### src/rtl/shift_rows_stream.sv
`default_nettype none
// ============================================================================
// Module   : shift_rows_stream
// Purpose  : Byte-serial AES ShiftRows/InvShiftRows with ping-pong banks and
//            valid/ready on both sides. SHIFTROWS_BYPASS_EN adds a bypass port.
// Revision : 1.0
// ============================================================================
module shift_rows_stream #(
  parameter int WORD_W = 8,
  parameter int NCOL   = 4
) (
  input  logic              clock,
  input  logic              resetn,
  input  logic [WORD_W-1:0] in_data,
  input  logic              in_valid,
  output logic              in_ready,
  input  logic              inverse,
`ifdef SHIFTROWS_BYPASS_EN
  input  logic              bypass,
`endif
  output logic [WORD_W-1:0] out_data,
  output logic              out_valid,
  input  logic              out_ready,
  output logic              out_last
);

  localparam int               NB       = 4 * NCOL;
  localparam int               IDX_W    = $clog2(NB);
  localparam logic [IDX_W-1:0] LAST_IDX = IDX_W'(NB - 1);
  localparam logic [31:0]      NCOL_U   = 32'(NCOL);

  localparam logic [1:0] ST_EMPTY    = 2'd0;
  localparam logic [1:0] ST_FILLING  = 2'd1;
  localparam logic [1:0] ST_FULL     = 2'd2;
  localparam logic [1:0] ST_DRAINING = 2'd3;

  logic [WORD_W-1:0] mem_q [2][NB];
  logic [1:0]        full;
  logic [1:0]        inv_q, inv_d;
  logic              wr_bank_q, wr_bank_d, rd_bank_q, rd_bank_d;
  logic [IDX_W-1:0]  wr_idx_q, wr_idx_d, rd_idx_q, rd_idx_d;
  logic              rst_done_q;
  logic              in_fire, out_fire, wr_last, rd_last;
  logic [IDX_W-1:0]  rd_addr;
  logic [31:0]       row, col, rot, src_col;
`ifdef SHIFTROWS_BYPASS_EN
  logic [1:0]        byp_q, byp_d;
`endif

  assign in_ready  = rst_done_q & ~full[wr_bank_q];
  assign out_valid = full[rd_bank_q];
  assign out_last  = out_valid & (rd_idx_q == LAST_IDX);
  assign out_data  = mem_q[rd_bank_q][rd_addr];

  assign in_fire  = in_valid & in_ready;
  assign out_fire = out_valid & out_ready;
  assign wr_last  = (wr_idx_q == LAST_IDX);
  assign rd_last  = (rd_idx_q == LAST_IDX);

  // Row r of the output is row r of the stored block rotated by r columns.
  always_comb begin
    row = 32'(rd_idx_q[1:0]);
    col = 32'(rd_idx_q >> 2);
    rot = row % NCOL_U;
    if (inv_q[rd_bank_q]) begin
      src_col = (col + NCOL_U - rot) % NCOL_U;
    end else begin
      src_col = (col + rot) % NCOL_U;
    end
    rd_addr = IDX_W'(row + 32'd4 * src_col);
`ifdef SHIFTROWS_BYPASS_EN
    if (byp_q[rd_bank_q]) begin
      rd_addr = rd_idx_q;
    end
`endif
  end

  always_comb begin
    wr_idx_d  = wr_idx_q;
    wr_bank_d = wr_bank_q;
    rd_idx_d  = rd_idx_q;
    rd_bank_d = rd_bank_q;
    inv_d     = inv_q;
`ifdef SHIFTROWS_BYPASS_EN
    byp_d     = byp_q;
`endif
    if (in_fire) begin
      if (wr_idx_q == '0) begin
        inv_d[wr_bank_q] = inverse;
`ifdef SHIFTROWS_BYPASS_EN
        byp_d[wr_bank_q] = bypass;
`endif
      end
      if (wr_last) begin
        wr_idx_d  = '0;
        wr_bank_d = ~wr_bank_q;
      end else begin
        wr_idx_d = wr_idx_q + IDX_W'(1);
      end
    end
    if (out_fire) begin
      if (rd_last) begin
        rd_idx_d  = '0;
        rd_bank_d = ~rd_bank_q;
      end else begin
        rd_idx_d = rd_idx_q + IDX_W'(1);
      end
    end
  end

  always_ff @(posedge clock) begin
    if (!resetn) begin
      wr_idx_q   <= '0;
      wr_bank_q  <= 1'b0;
      rd_idx_q   <= '0;
      rd_bank_q  <= 1'b0;
      rst_done_q <= 1'b0;
    end else begin
      wr_idx_q   <= wr_idx_d;
      wr_bank_q  <= wr_bank_d;
      rd_idx_q   <= rd_idx_d;
      rd_bank_q  <= rd_bank_d;
      rst_done_q <= 1'b1;
    end
  end

  // Storage and latched modes carry no reset; they are only read while full.
  always_ff @(posedge clock) begin
    inv_q <= inv_d;
`ifdef SHIFTROWS_BYPASS_EN
    byp_q <= byp_d;
`endif
    if (in_fire) begin
      mem_q[wr_bank_q][wr_idx_q] <= in_data;
    end
  end

  for (genvar b = 0; b < 2; b++) begin : g_bank
    logic [1:0] st_q, st_d;
    logic       wr_sel, rd_sel;

    assign wr_sel = in_fire  & (wr_bank_q == 1'(b));
    assign rd_sel = out_fire & (rd_bank_q == 1'(b));

    always_ff @(posedge clock) begin
      if (!resetn) begin
        st_q <= ST_EMPTY;
      end else begin
        st_q <= st_d;
      end
    end

    always_comb begin
      st_d = st_q;
      case (st_q)
        ST_EMPTY:    if (wr_sel) st_d = wr_last ? ST_FULL : ST_FILLING;
        ST_FILLING:  if (wr_sel && wr_last) st_d = ST_FULL;
        ST_FULL:     if (rd_sel) st_d = rd_last ? ST_EMPTY : ST_DRAINING;
        ST_DRAINING: if (rd_sel && rd_last) st_d = ST_EMPTY;
        default:     st_d = ST_EMPTY;
      endcase
    end

    assign full[b] = (st_q == ST_FULL) || (st_q == ST_DRAINING);
  end

endmodule
`default_nettype wire

### config.mk
export PLATFORM = sky130hd
export DESIGN_NAME = shift_rows_stream
export DESIGN_NICKNAME = d
export VERILOG_FILES = /design/src/rtl/shift_rows_stream.sv
export SDC_FILE = /design/constraint.sdc
export NUM_CORES = 1
export LEC_CHECK = 0
export CAP_MARGIN = 15
export CORE_MARGIN = 3
export CORE_UTILIZATION = 55
export DETAILED_ROUTE_END_ITERATION = 10
export DONT_BUFFER_PORTS = 1
export HOLD_SLACK_MARGIN = 0.02
export PLACE_DENSITY = 0.7
export SETUP_SLACK_MARGIN = 0.02
export SYNTH_ARGS = -nofsm -noshare
export SYNTH_HDL_FRONTEND = slang
export SYNTH_SLANG_ARGS = --single-unit
### constraint.sdc
create_clock -name clock -period 2.67 [get_ports clock]
set_input_delay 0.534 -clock clock [delete_from_list [all_inputs] [get_ports clock]]
set_output_delay 0.534 -clock clock [all_outputs]
set_load 0.005 [all_outputs]
Word-level counts from Yosys, hierarchy flattened

Memory sizes are Yosys's and may differ from the RTL's. A register that Yosys moved wholly into a read port is not among the register bits.
Index checks and enable logic that the tools add are counted.

Output and inout bits: 11
Memories kept: 1
RAM bits: 256
Register bits: 17
Logic and storage cells: 100
Bits of input ports: 13

Bitwise logic cells: 13
Add/subtract/negate cells: 6
Equal/unequal tests: 16
Reduce and logical (&&, ||, !) cells: 16
Muxes and demuxes: 34
Magnitude comparators: 6

Memories:

| memory | depth | bits a word | rd ports | clocked after memory_dff | write ports | RTL line | source |
|---|---|---|---|---|---|---|---|
| mem_q  | 2     | 128         | 1        | 1                        | 1           | 37       | `logic [WORD_W-1:0] mem_q [2][NB];` |

Operator list:

| kind                                                                  | number |
|---|---|
| 128-bit 2-to-1 mux                                                    | 1 |
| 8-bit binary-select mux with 4-bit select                             | 1 |
| 8-bit demux with 4-bit select                                         | 1 |
| 8-bit 2-to-1 mux                                                      | 3 |
| 2-bit 2-to-1 mux                                                      | 11 |
| 2-bit inequality test (second input constant)                         | 8 |
| 2-bit one-hot mux with 4 select lines                                 | 2 |
| 1-bit 2-to-1 mux                                                      | 11 |
| 5-bit greater-or-equal comparator (second input constant)             | 2 |
| 4-bit inverter with 5-bit output                                      | 2 |
| 4-bit by 1-bit adder with 4-bit output (second input constant)        | 2 |
| 1-bit AND                                                             | 8 |
| 2-bit == test (second input constant)                                 | 4 |
| 4-bit == test (second input constant)                                 | 2 |
| 4-bit 2-to-1 mux                                                      | 2 |
| 4-bit AND reduction                                                   | 2 |
| 1-bit logical AND                                                     | 6 |
| 2-bit AND reduction                                                   | 3 |
| 5-bit by 1-bit < comparator with 1-bit output (second input constant) | 1 |
| 2-bit by 4-bit adder with 4-bit output                                | 1 |
| 2-bit by 1-bit == test with 1-bit output (second input constant)      | 2 |
| 2-bit zero test                                                       | 2 |
| 4-bit zero test                                                       | 1 |
| 1-bit by 2-bit < comparator with 1-bit output (second input constant) | 2 |
| other kinds (8)                                                       | 11 |

Longest topological paths before layout

Gate-level depths: netlist (run 1).

Depth in word-level cells: 11
Mapped depth: 7
Depth with buffers taken out: 6

Least setup slack after synthesis (run 1)

Ideal clock, no wire load.

Path kind: register to register
Start point: reg wr_bank_q
End point: mem mem_q[0][24] in the netlist's numbering, enable pin
Path buffers: 2
Arrival: 1.967 ns
Stages on the path, launching flop included: 7
Path slack: 0.320 ns
Required time: 2.287 ns
Setup time: 0.383 ns
Clock period less this slack: 2.350 ns
Cell sequence: dfxtp_1 clkbuf_1 mux2i_1 and2_1 clkbuf_1 nand2_1 nor3_1

Longest elaborated chain between the ends: 7

Ends and longest elaborated chain:

| what                                                | RTL line | source |
|---|---|---|
| start: declaration                                  | 40       | `logic wr_bank_q, wr_bank_d, rd_bank_q, rd_bank_d;` |
| start signal: assignment                            | 120      | `wr_bank_q <= wr_bank_d;` |
| 1-bit 2-to-1 mux (implied by the code) (2 in a row) | 50       | `assign in_ready = rst_done_q & ~full[wr_bank_q];` |
| 1-bit inverter                                      | 50       |  |
| 1-bit AND                                           | 50       |  |
| 1-bit AND                                           | 55       | `assign in_fire = in_valid & in_ready;` |
| 1-bit 2-to-1 mux                                    | 133      | `if (in_fire) begin` |
| 128-bit 2-to-1 mux (implied by the code)            | 134      | `mem_q[wr_bank_q][wr_idx_q] <= in_data;` |
| end: declaration                                    | 37       |  |

Several ways; a longest one is shown, not always the timed one. The select of a mux whose other input is x is not followed.

==> results by group, run 1 <==
Run status
  • Outcome: finished, violations left
  • Failing checks: negative setup slack

Timing
  • Final setup violation count: 8
  • Hold WS: 0.1021 ns
  • Fin. Hold Viols: 0
  • Upper clock frequency limit: 0.3459 GHz
  • Final Worst Setup Slack: -0.2214 ns
  • Min Tclk post-route: 2.891 ns
  • Clk_skew: 0.01839 ns
  • Worst-Margin Slew: 0.7276 ns
  • Pins over their slew limit: 0
  • RSZ-0062 raised after global routing: yes
  • Worst slew margin: 51.28%
  • Period utilisation layout: 108.3%

Floorplan
  • CORE AREA: 0.01896 mm2
  • Die area: 0.02126 mm2
  • IO Pins: 24
  • Core Rows: 50
  • Initial core utilization: 56.71%
  • Die Y: 145.8 um
  • Die W: 145.8 um

Pwr
  • Power Total: 8.367 mW
  • Leakage: 4.007 nW
  • Power Density: 664.8 mW/mm2
  • Peak VDD IR: 0.6581 mV

Synthesis
  • Post-Synthesis Cells: 543
  • Mapped Nets: 563
  • Flops & latches, synth: 272
  • Sequential fraction of the synthesis area: 74.68%
  • Distinct cells, synth: 34
  • Mapped Area: 0.01075 mm2
  • Syn avg cell area: 19.80 um2
  • Synthesis Warnings: 0

Detailed routing
  • Wire per inst: 25.88 um
  • DR pass1 iterations: 5
  • Routed wire length: 22,880 um
  • Vias/cell: 6.169
  • DR iter-0 viols: 621
  • Antenna Nets Post-Route: 0
  • Remaining DRCs: 0
  • Via Count: 5,453

Global route
  • First-pass GRT wire length: 34,100 um
  • Number of global-route vias before repair: 5,439
  • Initial antenna violation count: 0
  • Largest net degree at the start of global routing: 33
  • Global route total overflow: 0
  • Total Routing Usage GR: 21.11%

Clocking
  • CTS Buffer Depth: 3
  • Worst-path clk slew: 0.06 ns
  • H-tree levels: 1
  • CTS tree: built
  • CTS Sinks: 272
  • Worst-skew pair later-pin latency: 0.52 ns
  • CTS Buf Count: 27
  • Root Driver: clkbuf_16

Critical path
  • Critical Path Start Type: flop
  • Maximum fanout along the worst path: 12
  • Crit path DAT: 2.36 ns
  • Endpoint type of the worst setup path: primary output
  • WP data required: 2.14 ns
  • Setup CP Type: reg -> out

Placement
  • Hpwl dp: 13,940 um
  • GP Congestion: 0.9276
  • IO Port Bufs: 0
  • Placed standard-cell area: 0.01135 mm2
  • Cells after DPL: 822
  • Pre-CTS setup slack: 0.1703 ns

Cells and area
  • Most frequent cells in the layout: edfxtp_1, mux4_2, buf_4, clkbuf_16, nor2_1
  • Number of diodes: 0
  • Final #Nets: 625
  • Post-Layout Cell Count: 884
  • Share of cells above drive strength 1: 32.85%
  • Layout area overhead: 17.10%
  • Commonest non-fill, non-tap cell in the layout: edfxtp_1
  • Post-Layout Inst Area: 0.01259 mm2

Worst hold path
  • Worst Hold Class: in -> reg

Flow run
  • Maxcap violations: 0
logic make-up (layout without fill, tap and decap cells):
logic type                 Yosys count  after routing  share of synthesized area (%)
AOI/OAI and AO/OA                   48             48                          3.306
xor gates and xnor gates             4              4                         0.5006
adders and majority gates            7              7                         0.8148
buffers and inverters               34            115                          1.641
DFF                                272            272                          74.68
muxes                               80             80                          14.82
and+or+nand+nor                     98             98                          4.237
through the flow:
step / setup TNS [ns] / utilization (%)
floorplan: 0 / -
global placement: 0 / 59.89
detailed placement: 0 / 59.89
CTS: -1.973 / 65.02
global route: -2.037 / 66.40
finish: -1.572 / 66.40
final cells by class:
class | instances | area [um2]
Timing Repair Buffer | 61 | 650.6
Fill cell | 1213 | 6369
Tap cell | 260 | 325.3
Clock buffer | 33 | 698.2
Inverter | 6 | 22.52
Clock inverter | 15 | 147.6
Sequential cell | 272 | 8036
Multi-Input combinational cell | 237 | 2706
worst paths after layout:
kind                          start           endpoint  slack, ns  cells past startpoint
setup reg to reg          wr_bank_q       mem_q[0][29]       0.47                      5
hold / removal           in_data[2]      mem_q[1][106]       0.10                      0
setup / recovery               flop        out_data[1]      -0.22                      6
hold reg to reg   g_bank[0].st_q[1]  g_bank[0].st_q[1]       0.53                      2
cell usage after synthesis:
library cell	instances	area [um2]
edfxtp_1	258	7747
mux4_2	62	1396
nor2_1	31	116.4
a22oi_1	30	225.2
nand2_1	28	105.1
clkbuf_1	16	60.06
dfxtp_1	14	280.3
nand3_1	11	55.05
mux2_2	10	112.6
a21boi_0	7	52.55
ha_1	7	87.58
mux2i_1	7	70.07
and2_1	6	37.54
buf_2	6	30.03
inv_1	6	22.52
nor2b_1	6	37.54
buf_6	5	56.30
or3_1	4	25.02
and3_1	3	18.77
nor3_1	3	15.01
o21ai_0	3	15.01
xnor2_1	3	26.28
a2bb2oi_1	2	17.52
a31oi_1	2	12.51
a32oi_1	2	17.52
nand3b_1	2	15.01
or3b_2	2	17.52
a21oi_1	1	5.000
and2_0	1	6.260
buf_4	1	7.510
mux2i_2	1	13.76
nand4_1	1	6.260
o211a_1	1	10.01
xnor2_4	1	27.53
power by group:
group / leakage [nW] / switching (mW) / internal [mW] / total [mW]
clock: 0.416 / 1.48 / 2.14 / 3.62
sequential: 2.44 / 0.00465 / 4.68 / 4.68
combinational: 1.15 / 0.0369 / 0.0315 / 0.0684
worst max-delay path, stage by stage, from the launching register on:
cell       delay [ns]
dfxtp_4          0.36
buf_12           0.15
clkbuf_16        0.20
mux4_2           0.51
a22oi_2          0.22
nand2_1          0.08
mux2_4           0.30
sequential cells by signal, indices dropped and copies added, names as in the netlist, named ones only:
register	flops
rd_idx_q	4
rst_done_q	1
inv_q	2
rd_bank_q	1
wr_bank_q	1
wr_idx_q	4
g_bank.st_q	2
mem_q	256
repair_timing:
item,4_1_cts,5_1_grt
hold buffers,1,0
setup buffers,2,6
endpoints found under the hold margin,1,0
resized for setup,21,18
pin swaps,1,15
cloned,0,5
setup endpoints to repair,8,8
per-layer routing:
layer | track usage, % | vias up | wire (um)
met4 | 6.458 | 0 | 639
met3 | 3.581 | 37 | 1703
met1 | 30.96 | 2854 | 9542
li1 | - | 2326 | -
met5 | 0 | - | 0
met2 | 33.26 | 236 | 11000
(Power assumes the default switching activity.)
==> inputs of run 2 (changes only) <==
--- a/config.mk
+++ b/config.mk
@@ -13,6 +13,8 @@
 export HOLD_SLACK_MARGIN = 0.02
 export PLACE_DENSITY = 0.7
 export SETUP_SLACK_MARGIN = 0.02
+export SLEW_MARGIN = 10
 export SYNTH_ARGS = -nofsm -noshare
 export SYNTH_HDL_FRONTEND = slang
 export SYNTH_SLANG_ARGS = --single-unit
+export TNS_END_PERCENT = 1
==> run 2 against run 1 <==
- design area decreased by 2.0%
- fmax decreased by 0.69%
- worst hold slack about the same
- via count decreased by 2.4%
- total power about the same
- core utilization decreased by 1.3 points
- clock power about the same
- final cell count decreased by 1.2%
- first-iteration DRC count decreased by 17%
- non-clock buffer count decreased by 11
- the flow still finishes with violations (negative setup slack)
- largest cell class unchanged
- wire length decreased by 4.4%
==> results by group, run 2 (synthesis gave the netlist of run 1 again) <==
Run status
  • Outcome: finished, violations left
  • Failing checks: negative setup slack

Timing
  • Hold WS: 0.1016 ns
  • Period utilisation layout: 109.0%
  • Fin. Hold Viols: 0
  • RSZ-0062 raised after global routing: yes
  • Final Worst Setup Slack: -0.2416 ns
  • Worst-Margin Slew: 0.6022 ns
  • Clk_skew: 0.01807 ns
  • Pins over their slew limit: 0
  • Min Tclk post-route: 2.912 ns
  • Upper clock frequency limit: 0.3435 GHz
  • Final setup violation count: 8
  • Worst slew margin: 59.67%
  • Setup TNS after final layout: -1.661 ns

Floorplan
  • Die area: 0.02126 mm2
  • Die W: 145.8 um
  • Die Y: 145.8 um
  • CORE AREA: 0.01896 mm2
  • Core Rows: 50
  • Initial core utilization: 56.71%
  • IO Pins: 24

Placement
  • IO Port Bufs: 0
  • Placed standard-cell area: 0.01135 mm2
  • Cells after DPL: 822
  • GP Congestion: 0.9276
  • Pre-CTS setup slack: 0.1703 ns
  • Hpwl dp: 13,940 um

Critical path
  • Setup CP Type: reg -> out
  • Crit path DAT: 2.38 ns
  • Critical Path Start Type: flop
  • Endpoint type of the worst setup path: primary output
  • WP data required: 2.14 ns
  • Maximum fanout along the worst path: 25
  • R2r setup slk: 0.48 ns

Clocking
  • Worst-path clk slew: 0.06 ns
  • CTS tree: built
  • Root Driver: clkbuf_16
  • CTS Sinks: 272
  • CTS Buffer Depth: 3
  • Worst-skew pair later-pin latency: 0.52 ns
  • H-tree levels: 1
  • CTS Buf Count: 27

Cells and area
  • Share of cells above drive strength 1: 30.02%
  • Max reg flops: 256
  • Most frequent cells in the layout: edfxtp_1, mux4_2, buf_4, nor2_1, clkbuf_16
  • Final core occ: 65.08%
  • Post-Layout Inst Area: 0.01234 mm2
  • Commonest non-fill, non-tap cell in the layout: edfxtp_1
  • Fill count: 1,245
  • Largest Register: mem_q
  • Number of diodes: 0
  • Final #Nets: 614
  • Layout area overhead: 14.76%
  • Post-Layout Cell Count: 873
  • Top flop regs: mem_q: 256 flops, rd_idx_q: 4 flops, wr_idx_q: 4 flops

Pwr
  • Comb pwr share: 0.8%
  • Leakage: 3.910 nW
  • Pint: 6.844 mW
  • Clock network fraction of design power: 43.2%
  • Switching share of power: 18.14%
  • Flop pwr share: 56.0%
  • Power Density: 677.8 mW/mm2
  • Net switching power: 1.517 mW
  • Power Total: 8.360 mW
  • Peak VDD IR: 0.6588 mV

Detailed routing
  • DR iter-0 viols: 516
  • Remaining DRCs: 0
  • Routed wire length: 21,860 um
  • DR pass1 iterations: 4
  • Vias/cell: 6.094
  • Wire per inst: 25.04 um
  • Via Count: 5,320
  • Antenna Nets Post-Route: 0

Global route
  • Total Routing Usage GR: 21.07%
  • Number of global-route vias before repair: 5,447
  • Largest net degree at the start of global routing: 33
  • First-pass GRT wire length: 34,040 um
  • Global route total overflow: 0
  • Initial antenna violation count: 0

Worst hold path
  • Worst Hold Class: in -> reg

Flow run
  • Maxcap violations: 0
-- run 2: cell count changes in the layout (fill, tap and decap cells not counted), sizes merged --
cell    previous run  this run
clkbuf            38        33
buf               55        49
-- run 2: path summary, 6_finish.rpt --
kind / cells past startpoint / from / end
min: 0 / in_data[2] / mem_q[1][106]
max reg2reg: 5 / wr_bank_q / mem_q[0][29]
min reg2reg: 2 / wr_idx_q[0] / wr_idx_q[0]
max: 5 / flop / out_data[2]
-- run 2: worst max-delay path, stage by stage, from the launching register on --
cell	delay (ns)
dfxtp_4	0.40
buf_16	0.22
mux4_2	0.54
a22oi_2	0.28
nand2_1	0.08
mux2_4	0.31
-- run 2: power by group through the flow --
| stage | combinational, mW | sequential, mW | clock, mW |
|---|---|---|---|
| floorplan | 0.0391 | 4.77 | 0 |
| global placement | 0.0590 | 4.77 | 0 |
| detailed placement | 0.0607 | 4.77 | 0 |
| CTS | 0.0661 | 4.68 | 3.67 |
| global route | 0.0719 | 4.68 | 3.86 |
| finish | 0.0667 | 4.68 | 3.61 |
-- run 2: repair_timing --
item                                    in CTS  in global routing
buffers inserted                             0                  2
endpoints found under the setup margin       8                  8
hold endpoints to repair                     1                  0
gates resized for setup                     22                  5
pin swaps                                    7                  1
hold buffers                                 1                  0
-- run 2: area by class of cell --
type	instances	area (um2)	area share, %
clock inverter	15	147.6	1.197
timing repair buffer	50	460.4	3.733
inverter	6	22.52	0.1826
sequential	272	8035	65.14
clock buffer	33	698.2	5.660
tap	260	325.3	2.637
multi-input combinational	237	2646	21.45
-- run 2: per-layer routing --
metal | vias up | GRT usage (%) | wire, um
met5 | - | 0 | 0
met2 | 211 | 32.91 | 10560
met1 | 2766 | 31.16 | 8854
met3 | 39 | 3.581 | 1775
li1 | 2304 | - | -
met4 | 0 | 6.458 | 671
==> inputs of run 3 (changes only) <==
--- a/config.mk
+++ b/config.mk
@@ -13,8 +13,8 @@
 export HOLD_SLACK_MARGIN = 0.02
 export PLACE_DENSITY = 0.7
 export SETUP_SLACK_MARGIN = 0.02
+export SKIP_CTS_REPAIR_TIMING = 1
 export SLEW_MARGIN = 10
 export SYNTH_ARGS = -nofsm -noshare
 export SYNTH_HDL_FRONTEND = slang
 export SYNTH_SLANG_ARGS = --single-unit
-export TNS_END_PERCENT = 1
==> run 3 against run 2 <==
- the flow still finishes with violations (negative setup slack)
- register-to-register slack lost 0.03 ns
- fmax grew 0.24%
- sequential power about the same
- clock skew is 0.0029 ns higher
- first-iteration DRC count grew 9.7%
- final cell count grew 1.7%
- via count is 2.4% higher
- total power barely moved
- sequential share of layout area shrank 1.4 points
- wire length grew 5.2%
==> results by group, run 3 (synthesis gave the netlist of run 1 again) <==
Run status
  • Outcome: finished, violations left
  • Failing checks: negative setup slack

Cells and area
  • Post-Layout Inst Area: 0.01261 mm2
  • Post-Layout Cell Count: 888
  • Multi-input logic area: 0.002676 mm2
  • Fill count: 1,210
  • Top flop regs: mem_q: 256 flops, rd_idx_q: 4 flops, wr_idx_q: 4 flops
  • Share of cells above drive strength 1: 32.64%
  • Number of diodes: 0
  • Max reg flops: 256
  • Layout area overhead: 17.32%
  • Most frequent cells in the layout: edfxtp_1, mux4_2, buf_4, clkbuf_16, nor2_1
  • Final #Nets: 629
  • Storage element area: 0.008036 mm2
  • Largest Register: mem_q
  • Final core occ: 66.53%
  • Commonest non-fill, non-tap cell in the layout: edfxtp_1

Floorplan
  • Die W: 145.8 um
  • Initial core utilization: 56.71%
  • Die area: 0.02126 mm2
  • CORE AREA: 0.01896 mm2
  • IO Pins: 24
  • Core Rows: 50
  • Die Y: 145.8 um

Clocking
  • CTS Buffer Depth: 3
  • Root Driver: clkbuf_16
  • Worst-path clk slew: 0.06 ns
  • CTS Sinks: 272
  • CTS Buf Count: 27
  • Worst-skew pair later-pin latency: 0.53 ns
  • H-tree levels: 1
  • CTS tree: built

Placement
  • Placed standard-cell area: 0.01135 mm2
  • IO Port Bufs: 0
  • Hpwl dp: 13,940 um
  • GP Congestion: 0.9276
  • Cells after DPL: 822

Critical path
  • WP data required: 2.14 ns
  • R2r setup slk: 0.45 ns
  • Reg2reg start: wr_bank_q
  • Crit path cell chain: buf_12 > buf_16 > mux4_2 > a22oi_2 > nand2_1 > mux2_2
  • Endpoint type of the worst setup path: primary output
  • Setup CP Type: reg -> out
  • Maximum fanout along the worst path: 7
  • Slowest cell on the critical path: mux4_2
  • Critical Path Start Type: flop
  • Crit path largest cell delay: 0.52 ns
  • Reg2Reg Depth: 5
  • Worst R2R End: mem_q[0][29]
  • Crit path DAT: 2.37 ns
  • Worst Setup EP: out_data[5]

Global route
  • Initial antenna violation count: 0
  • First-pass GRT wire length: 33,760 um
  • Largest net degree at the start of global routing: 33
  • Global route total overflow: 0
  • Total Routing Usage GR: 20.95%
  • Number of global-route vias before repair: 5,385

Timing
  • Worst-Margin Slew: 0.7111 ns
  • Period utilisation layout: 108.8%
  • Setup TNS after final layout: -1.769 ns
  • RSZ-0062 raised after global routing: yes
  • Final Worst Setup Slack: -0.2346 ns
  • Pins over their slew limit: 0
  • Clk_skew: 0.02092 ns
  • Fin. Hold Viols: 0
  • Worst slew margin: 52.38%
  • Upper clock frequency limit: 0.3443 GHz
  • Min Tclk post-route: 2.905 ns
  • Final setup violation count: 8

Pwr
  • Switching share of power: 18.21%
  • Leakage: 4.028 nW
  • Power Density: 663.5 mW/mm2
  • Pint: 6.844 mW
  • Comb pwr share: 0.8%
  • Net switching power: 1.524 mW
  • Flop pwr share: 55.9%
  • Clock network fraction of design power: 43.3%
  • Peak VDD IR: 0.6590 mV

Detailed routing
  • Via Count: 5,448
  • DR iter-0 viols: 566
  • Vias/cell: 6.135
  • Remaining DRCs: 0
  • Routed wire length: 22,990 um
  • DR pass1 iterations: 5
  • Wire per inst: 25.89 um
  • Antenna Nets Post-Route: 0

Flow run
  • Maxcap violations: 0

Worst hold path
  • Worst Hold Class: in -> reg
## run 3: worst min path at each step
stage | from | end | slack, ns | cells after the start
floorplan | g_bank[0].st_q[1] | g_bank[0].st_q[1] | 0.48 | 2
global placement | wr_idx_q[0] | wr_idx_q[0] | 0.50 | 2
detailed placement | g_bank[0].st_q[1] | g_bank[0].st_q[1] | 0.52 | 2
global route | in_data[2] | mem_q[0][122] | 0.09 | 0
finish | in_data[2] | mem_q[0][122] | 0.10 | 0
CTS | resetn | rst_done_q | 0.02 | 0
## run 3: metal layers
layer | global-route usage (%) | up-vias | wire length (um)
met4 | 5.698 | 0 | 619
met3 | 4.049 | 38 | 1812
li1 | - | 2336 | -
met5 | 0 | - | 0
met2 | 32.94 | 223 | 11200
met1 | 30.78 | 2851 | 9358
## run 3: stage by stage
step / total power [mW] / hold slack (ns) / worst slack [ns]
CTS: 8.415 / 0.01502 / -0.4373
global placement: 4.830 / 0.5029 / 0.2180
finish: 8.367 / 0.1018 / -0.2346
global route: 8.611 / 0.08944 / -0.2993
detailed placement: 4.833 / 0.5164 / 0.1703
floorplan: 4.811 / 0.4803 / 0.3200
## run 3: power groups by stage
| stage | clock [mW] | sequential (mW) | combinational (mW) |
|---|---|---|---|
| 2_1_floorplan | 0 | 4.77 | 0.0391 |
| 3_3_place_gp | 0 | 4.77 | 0.0590 |
| 3_5_place_dp | 0 | 4.77 | 0.0607 |
| 4_1_cts | 3.67 | 4.68 | 0.0614 |
| 5_1_grt | 3.86 | 4.68 | 0.0718 |
| 6_report | 3.62 | 4.68 | 0.0675 |
## run 3: worst max-delay path: cells and delay by family, from the launching register on
| kind | cells | cell delay, ns |
|---|---|---|
| buf+inv | 2 | 0.29 |
| mux | 2 | 0.81 |
| simple gates | 1 | 0.09 |
| flops | 1 | 0.38 |
| compound gates | 1 | 0.26 |
## run 3: final cells by class
| class | instances | share of cell area [%] |
|---|---|---|
| well taps | 260 | 2.580 |
| multi-input cells | 237 | 21.22 |
| repair buffers | 65 | 5.586 |
| flip-flops and latches | 272 | 63.73 |
| inverters | 6 | 0.1786 |
| clock inverters | 15 | 1.171 |
| clock buffers | 33 | 5.536 |
